**src/rtl/logic_gates_selftest_ctrl.sv**
```systemverilog
// Clocked self-test sequencer for the 2-input gate unit: walks a/b through 00..11 and checks all seven outputs.
// Optional failure log (fail_valid/fail_vec/fail_mask) is enabled by defining LOGIC_GATES_SELFTEST_ERRLOG_EN.
module logic_gates_selftest_ctrl #(
    parameter int SETTLE_CYCLES = 2,
    parameter int ERR_W         = 3
) (
    input  logic             clk,
    input  logic             rst,
    input  logic             start,
    output logic             a,
    output logic             b,
    input  logic             yand,
    input  logic             ynand,
    input  logic             yor,
    input  logic             ynor,
    input  logic             ynot,
    input  logic             yxor,
    input  logic             yxnor,
`ifdef LOGIC_GATES_SELFTEST_ERRLOG_EN
    output logic             fail_valid,
    output logic [1:0]       fail_vec,
    output logic [6:0]       fail_mask,
`endif
    output logic             busy,
    output logic             done,
    output logic             pass,
    output logic [ERR_W-1:0] err_count
);

    typedef enum logic [1:0] {S_IDLE, S_SETTLE, S_CHECK, S_DONE} state_t;

    localparam logic [7:0]       SETTLE_LAST = 8'(SETTLE_CYCLES - 1);
    localparam logic [ERR_W-1:0] ERR_MAX     = '1;

    state_t           r_state, w_state_nxt;
    logic [1:0]       r_vec, w_vec_nxt;
    logic [7:0]       r_cnt, w_cnt_nxt;
    logic             r_a, w_a_nxt;
    logic             r_b, w_b_nxt;
    logic [ERR_W-1:0] r_err, w_err_nxt, w_err_inc;
    logic             r_pass, w_pass_nxt;
    logic [6:0]       w_act, w_exp, w_mm;
    logic             w_mismatch;

`ifdef LOGIC_GATES_SELFTEST_ERRLOG_EN
    logic             r_fail_valid, w_fail_valid_nxt;
    logic [1:0]       r_fail_vec, w_fail_vec_nxt;
    logic [6:0]       r_fail_mask, w_fail_mask_nxt;
`endif

    assign w_act = {yand, ynand, yor, ynor, ynot, yxor, yxnor};
    assign w_exp = {r_a & r_b, ~(r_a & r_b), r_a | r_b, ~(r_a | r_b), ~r_a, r_a ^ r_b, ~(r_a ^ r_b)};
    assign w_mm  = w_act ^ w_exp;

    // Written so an unknown compare result in simulation falls through as a mismatch.
    always_comb begin
        w_mismatch = 1'b1;
        if (w_mm == 7'b0) w_mismatch = 1'b0;
    end

    assign w_err_inc = (w_mismatch && (r_err != ERR_MAX)) ? r_err + 1'b1 : r_err;

    always_ff @(posedge clk) begin
        if (rst) begin
            r_state <= S_IDLE;
            r_vec   <= 2'd0;
            r_cnt   <= 8'd0;
            r_a     <= 1'b0;
            r_b     <= 1'b0;
            r_err   <= '0;
            r_pass  <= 1'b0;
`ifdef LOGIC_GATES_SELFTEST_ERRLOG_EN
            r_fail_valid <= 1'b0;
            r_fail_vec   <= 2'd0;
            r_fail_mask  <= 7'd0;
`endif
        end else begin
            r_state <= w_state_nxt;
            r_vec   <= w_vec_nxt;
            r_cnt   <= w_cnt_nxt;
            r_a     <= w_a_nxt;
            r_b     <= w_b_nxt;
            r_err   <= w_err_nxt;
            r_pass  <= w_pass_nxt;
`ifdef LOGIC_GATES_SELFTEST_ERRLOG_EN
            r_fail_valid <= w_fail_valid_nxt;
            r_fail_vec   <= w_fail_vec_nxt;
            r_fail_mask  <= w_fail_mask_nxt;
`endif
        end
    end

    always_comb begin
        w_state_nxt = r_state;
        w_vec_nxt   = r_vec;
        w_cnt_nxt   = r_cnt;
        w_a_nxt     = r_a;
        w_b_nxt     = r_b;
        w_err_nxt   = r_err;
        w_pass_nxt  = r_pass;
`ifdef LOGIC_GATES_SELFTEST_ERRLOG_EN
        w_fail_valid_nxt = r_fail_valid;
        w_fail_vec_nxt   = r_fail_vec;
        w_fail_mask_nxt  = r_fail_mask;
`endif
        case (r_state)
            S_IDLE, S_DONE: begin
                if (start) begin
                    w_state_nxt = S_SETTLE;
                    w_vec_nxt   = 2'd0;
                    w_cnt_nxt   = 8'd0;
                    w_a_nxt     = 1'b0;
                    w_b_nxt     = 1'b0;
                    w_err_nxt   = '0;
                    w_pass_nxt  = 1'b0;
`ifdef LOGIC_GATES_SELFTEST_ERRLOG_EN
                    w_fail_valid_nxt = 1'b0;
                    w_fail_vec_nxt   = 2'd0;
                    w_fail_mask_nxt  = 7'd0;
`endif
                end
            end
            S_SETTLE: begin
                w_cnt_nxt = r_cnt + 8'd1;
                if (r_cnt == SETTLE_LAST) w_state_nxt = S_CHECK;
            end
            S_CHECK: begin
                w_err_nxt = w_err_inc;
`ifdef LOGIC_GATES_SELFTEST_ERRLOG_EN
                // Only the first failing vector of a run is kept.
                if (w_mismatch && !r_fail_valid) begin
                    w_fail_valid_nxt = 1'b1;
                    w_fail_vec_nxt   = r_vec;
                    w_fail_mask_nxt  = w_mm;
                end
`endif
                if (r_vec == 2'd3) begin
                    w_state_nxt = S_DONE;
                    w_pass_nxt  = (w_err_inc == '0);
                end else begin
                    w_state_nxt          = S_SETTLE;
                    w_vec_nxt            = r_vec + 2'd1;
                    {w_a_nxt, w_b_nxt}   = r_vec + 2'd1;
                    w_cnt_nxt            = 8'd0;
                end
            end
            default: w_state_nxt = S_IDLE;
        endcase
    end

    assign a         = r_a;
    assign b         = r_b;
    assign busy      = (r_state == S_SETTLE) || (r_state == S_CHECK);
    assign done      = (r_state == S_DONE);
    assign pass      = r_pass;
    assign err_count = r_err;
`ifdef LOGIC_GATES_SELFTEST_ERRLOG_EN
    assign fail_valid = r_fail_valid;
    assign fail_vec   = r_fail_vec;
    assign fail_mask  = r_fail_mask;
`endif

endmodule

```
**config.mk**
```make
export PLATFORM = sky130hd
export DESIGN_NAME = logic_gates_selftest_ctrl
export DESIGN_NICKNAME = d
export VERILOG_FILES = /design/src/rtl/logic_gates_selftest_ctrl.sv
export SDC_FILE = /design/constraint.sdc
export NUM_CORES = 1
export LEC_CHECK = 0
export ABC_AREA = 1
export CORE_UTILIZATION = 51
export CTS_CLUSTER_DIAMETER = 80
export DETAILED_ROUTE_END_ITERATION = 10
export GPL_TIMING_DRIVEN = 0
export PLACE_DENSITY = 0.77
export SYNTH_ARGS = -nofsm -noshare
export SYNTH_HDL_FRONTEND = slang
export SYNTH_SLANG_ARGS = --single-unit
```
**constraint.sdc**
```tcl
create_clock -name clk -period 2.25 [get_ports clk]
set_input_delay 0.45 -clock clk [delete_from_list [all_inputs] [get_ports clk]]
set_output_delay 0.45 -clock clk [all_outputs]
set_load 0.02 [all_outputs]
```
==> summary.md <==
| Metric | Value |
|---|---|
| Async S/R FF share, synth | 0 |
| Ranking of synthesized cells by area | sky130_fd_sc_hd__dfxtp_1 30%, sky130_fd_sc_hd__nand2_1 15%, sky130_fd_sc_hd__ha_1 12%, sky130_fd_sc_hd__inv_1 11%, sky130_fd_sc_hd__a21oi_1 6.2% |
| Number of max-cap violations | 0 |
| DR vias/cell | 4.83 |
| Detail Route Antenna Nets | 0 |
| Total GRT Usage | 0.209 |
| Total setup violations reported at the end of the flow | 0 |
| Synth top area share | 0.303 |
| Total iterations of the first detailed-routing run | 4 |
| Fraction of layout instances using a drive strength above 1 | 0.0904 |
| Fill cells | 193 |
| Antenna violations before repair | 0 |
| Die area | 2260 um2 |
| Final Critical Period | 2.00 ns |
| Power per standard cell area | 649 nW/um2 |
| Detailed Route WL | 2.13 mm |
| End point of the worst hold path | r_cnt[7] |
| Overflow left after global routing | 0 |
| Required time at the worst-slack endpoint | 1.80 ns |
| Sequential element share of the synthesized area | 0.303 |
| Number of primary I/O pins | 18 |
| Most frequently used cell type in the post-synthesis netlist | sky130_fd_sc_hd__nand2_1 |
| Post-synth EDFFs | 0 |
| Total of buffers placed on input and output ports | 16 |
| Initial cell density of the core | 0.538 |
| Net count, final | 198 |
| Cells along the critical path | inv_1 -> ha_1 -> inv_1 -> dlygate4sd2_1 |
| Global-route wire length before repair | 3.29 mm |
| Cell count after synthesis | 157 |
| Hold Violations, Final | 0 |
| Average cell area after synthesis | 6.73 um2 |
| Cell variety after synth | 24 |
| Yosys warnings | 0 |
| Library cell with the largest summed area after synthesis | sky130_fd_sc_hd__dfxtp_1 |
| Max frequency | 501 MHz |
| Maximum buffer depth of the clock tree | 2 |
| Post-Route Skew | 0.00213 ns |
| Crit path max-delay family | buffers and inverters |
| Hold Startpoint | r_cnt[7] |
| Outcome | completed |
| Synthesized area | 1060 um2 |
| Critical Setup Path Class | reg -> out |
| Critical R2R Launch | r_state[0] |
| Delay of the slowest cell on the worst path | 0.40 ns |
| Maximum number of pins on one net before global-route repair | 10 |
| Drt drc | 0 |
| Endpoint of the lowest-slack register-to-register path | r_cnt[7] |
| Total via count in the routed design | 986 |
| Library cell used as clock root buffer | sky130_fd_sc_hd__clkbuf_4 |
| Number of instances on the worst hold path | 1 |
| Critical Path Sink Type | primary output |
| Total nets after synthesis | 177 |
| Worst IR Drop VDD | 0.553 mV |
| Number of buffers inserted during clock tree synthesis | 3 |
| Sum of net half-perimeters after detailed placement | 1.72 mm |
| Critical path startpoint category | flip-flop |
| Worst slew slack as a fraction of its limit | 0.758 |
| Final period utilization | 0.887 |
| Arrival time at the worst endpoint | 1.55 ns |
| Number of cells traversed by the worst register-to-register path | 11 |
| Static leakage | 0.583 nW |
| Setup TNS Final | 0 ns |
| Number of clock sinks seen by CTS | 16 |
| Global placement routability congestion | 0.710 |
| Worst min-delay path class | reg -> reg |
| Peak fanout along the critical path | 4 |
| Synthesis-to-finish area growth | 21.7% |
| Clock tree from TritonCTS | built |
| Slew at the pin with the worst max-slew slack | 0.363 ns |
| Detailed Route Iter0 Violations | 14 |
| Slowest cell on the critical path | sky130_fd_sc_hd__dfxtp_1 |
| Core area | 1960 um2 |
| Register-to-register setup slack | 0.42 ns |
| Ys flop type | sky130_fd_sc_hd__dfxtp_1 |
| Crit. path cell count | 4 |
| Final core occ | 0.655 |
| FP Rows | 16 |
| Antenna Diode Count | 0 |
| Crit-path most repeated cell | sky130_fd_sc_hd__inv_1 |
| Clock-pin transition on the worst setup and hold timing paths | 0.09 ns |
| Clock latency at the later pin of the worst-skew pair | 0.29 ns |
| Synthesis-stage register bit count | 16 |
| Number of global-route vias before repair | 833 |
| List of most frequent post-synthesis cells | 43 x sky130_fd_sc_hd__nand2_1, 30 x sky130_fd_sc_hd__inv_1, 16 x sky130_fd_sc_hd__dfxtp_1, 13 x sky130_fd_sc_hd__a21oi_1, 11 x sky130_fd_sc_hd__nor2_1 |
| Crit path buf inv count | 3 |
| CTS HTree Levels | 1 |
| Chip height | 47.5 um |
| Width of the die | 47.5 um |
| Setup repair after global routing missed its margin | false |
| Final Slew Violations | 0 |
| Routed wire length per instance | 10.4 um |
==> worst reg2reg max path, delay by kind of cell (launching register included) <==
| family | cells | cell delay (ns) |
|---|---|---|
| adder cells (fa/ha/maj) | 1 | 0.31 |
| buffers and inverters | 3 | 0.26 |
| flip-flops | 1 | 0.40 |
| AO/OA/AOI/OAI | 2 | 0.16 |
| AND/OR/NAND/NOR | 5 | 0.63 |
==> through the flow <==
| step | total power, W | cell area, um2 | worst slack (ns) | std cells | hold slack, ns |
|---|---|---|---|---|---|
| 2_1_floorplan | 0.000556 | 1060 | 0.494 | 157 | 0.428 |
| 3_3_place_gp | 0.000637 | 1250 | 0.333 | 200 | 0.441 |
| 3_5_place_dp | 0.000656 | 1250 | 0.294 | 200 | 0.449 |
| 4_1_cts | 0.000840 | 1280 | 0.239 | 204 | 0.467 |
| 5_1_grt | 0.000895 | 1280 | 0.162 | 204 | 0.481 |
| 6_report | 0.000833 | 1280 | 0.254 | 204 | 0.465 |
==> registers in the layout, indices dropped and copies added, names as in the netlist <==
register   cells
r_vec          2
r_state        2
pass           1
err_count      3
r_cnt          8
==> layout make-up <==
cell class | instances | area (um2) | area share
Inverter | 32 | 125 | 0.0974
Multi-Input combinational cell | 108 | 607 | 0.472
Timing Repair Buffer | 16 | 159 | 0.124
Sequential cell | 16 | 320 | 0.249
Buffer | 1 | 3.75 | 0.00292
Tap cell | 27 | 33.8 | 0.0263
Clock buffer | 4 | 36.3 | 0.0282
==> repair_timing <==
action                     4_1_cts  5_1_grt
setup buffers                    0        0
setup endpoints to repair        1        0
gates resized for setup          1        0
hold buffers                     0        0
==> power by group <==
part | internal, W | total [W] | switching, W
Clock | 0.0000988 | 0.000194 | 0.0000953
Sequential | 0.000306 | 0.000332 | 0.0000256
Combinational | 0.000112 | 0.000307 | 0.000195
==> worst max path at each step <==
stage,from,endpoint,slack (ns)
2_1_floorplan,r_state[0],r_cnt[7],0.49
3_3_place_gp,r_state[0],busy,0.33
3_5_place_dp,r_state[0],busy,0.29
4_1_cts,r_state[0],busy,0.24
5_1_grt,r_state[0],busy,0.16
6_report,r_state[0],busy,0.25
==> cells in the final DEF, fill, tap and decap left out <==
| cell type | instances |
|---|---|
| sky130_fd_sc_hd__nand2_1 | 43 |
| sky130_fd_sc_hd__inv_1 | 30 |
| sky130_fd_sc_hd__dfxtp_1 | 16 |
| sky130_fd_sc_hd__clkdlybuf4s50_1 | 15 |
| sky130_fd_sc_hd__a21oi_1 | 13 |
| sky130_fd_sc_hd__nor2_1 | 11 |
| sky130_fd_sc_hd__nand3_1 | 10 |
| sky130_fd_sc_hd__ha_1 | 10 |
| sky130_fd_sc_hd__o21ai_0 | 4 |
| sky130_fd_sc_hd__clkbuf_4 | 3 |
| sky130_fd_sc_hd__nor2_2 | 2 |
| sky130_fd_sc_hd__inv_4 | 2 |
| sky130_fd_sc_hd__nand3_2 | 2 |
| sky130_fd_sc_hd__nor3_1 | 2 |
| sky130_fd_sc_hd__nand2_2 | 1 |
| sky130_fd_sc_hd__buf_1 | 1 |
| sky130_fd_sc_hd__nor2_8 | 1 |
| sky130_fd_sc_hd__nor3_2 | 1 |
| sky130_fd_sc_hd__o21ai_2 | 1 |
| sky130_fd_sc_hd__o21a_1 | 1 |
| sky130_fd_sc_hd__nor3_4 | 1 |
| sky130_fd_sc_hd__a211oi_1 | 1 |
| sky130_fd_sc_hd__or2_2 | 1 |
| sky130_fd_sc_hd__nand4_1 | 1 |
| sky130_fd_sc_hd__o211ai_1 | 1 |
| sky130_fd_sc_hd__o21ai_1 | 1 |
| sky130_fd_sc_hd__clkbuf_8 | 1 |
| sky130_fd_sc_hd__dlygate4sd2_1 | 1 |
==> kinds of logic after synthesis <==
| logic type | count (synthesis) | synth area share |
|---|---|---|
| simple gates | 76 | 0.341 |
| buf+inv | 33 | 0.122 |
| compound gates | 22 | 0.115 |
| flops | 16 | 0.303 |
| fa+ha+maj | 10 | 0.118 |
==> per-layer routing <==
layer	global-route usage	share of wire
met1	0.218	0.42
met2	0.405	0.53
met3	0.0226	0.030
met4	0.103	0.022
met5	0	0
Power figures use the tool's default switching activity.
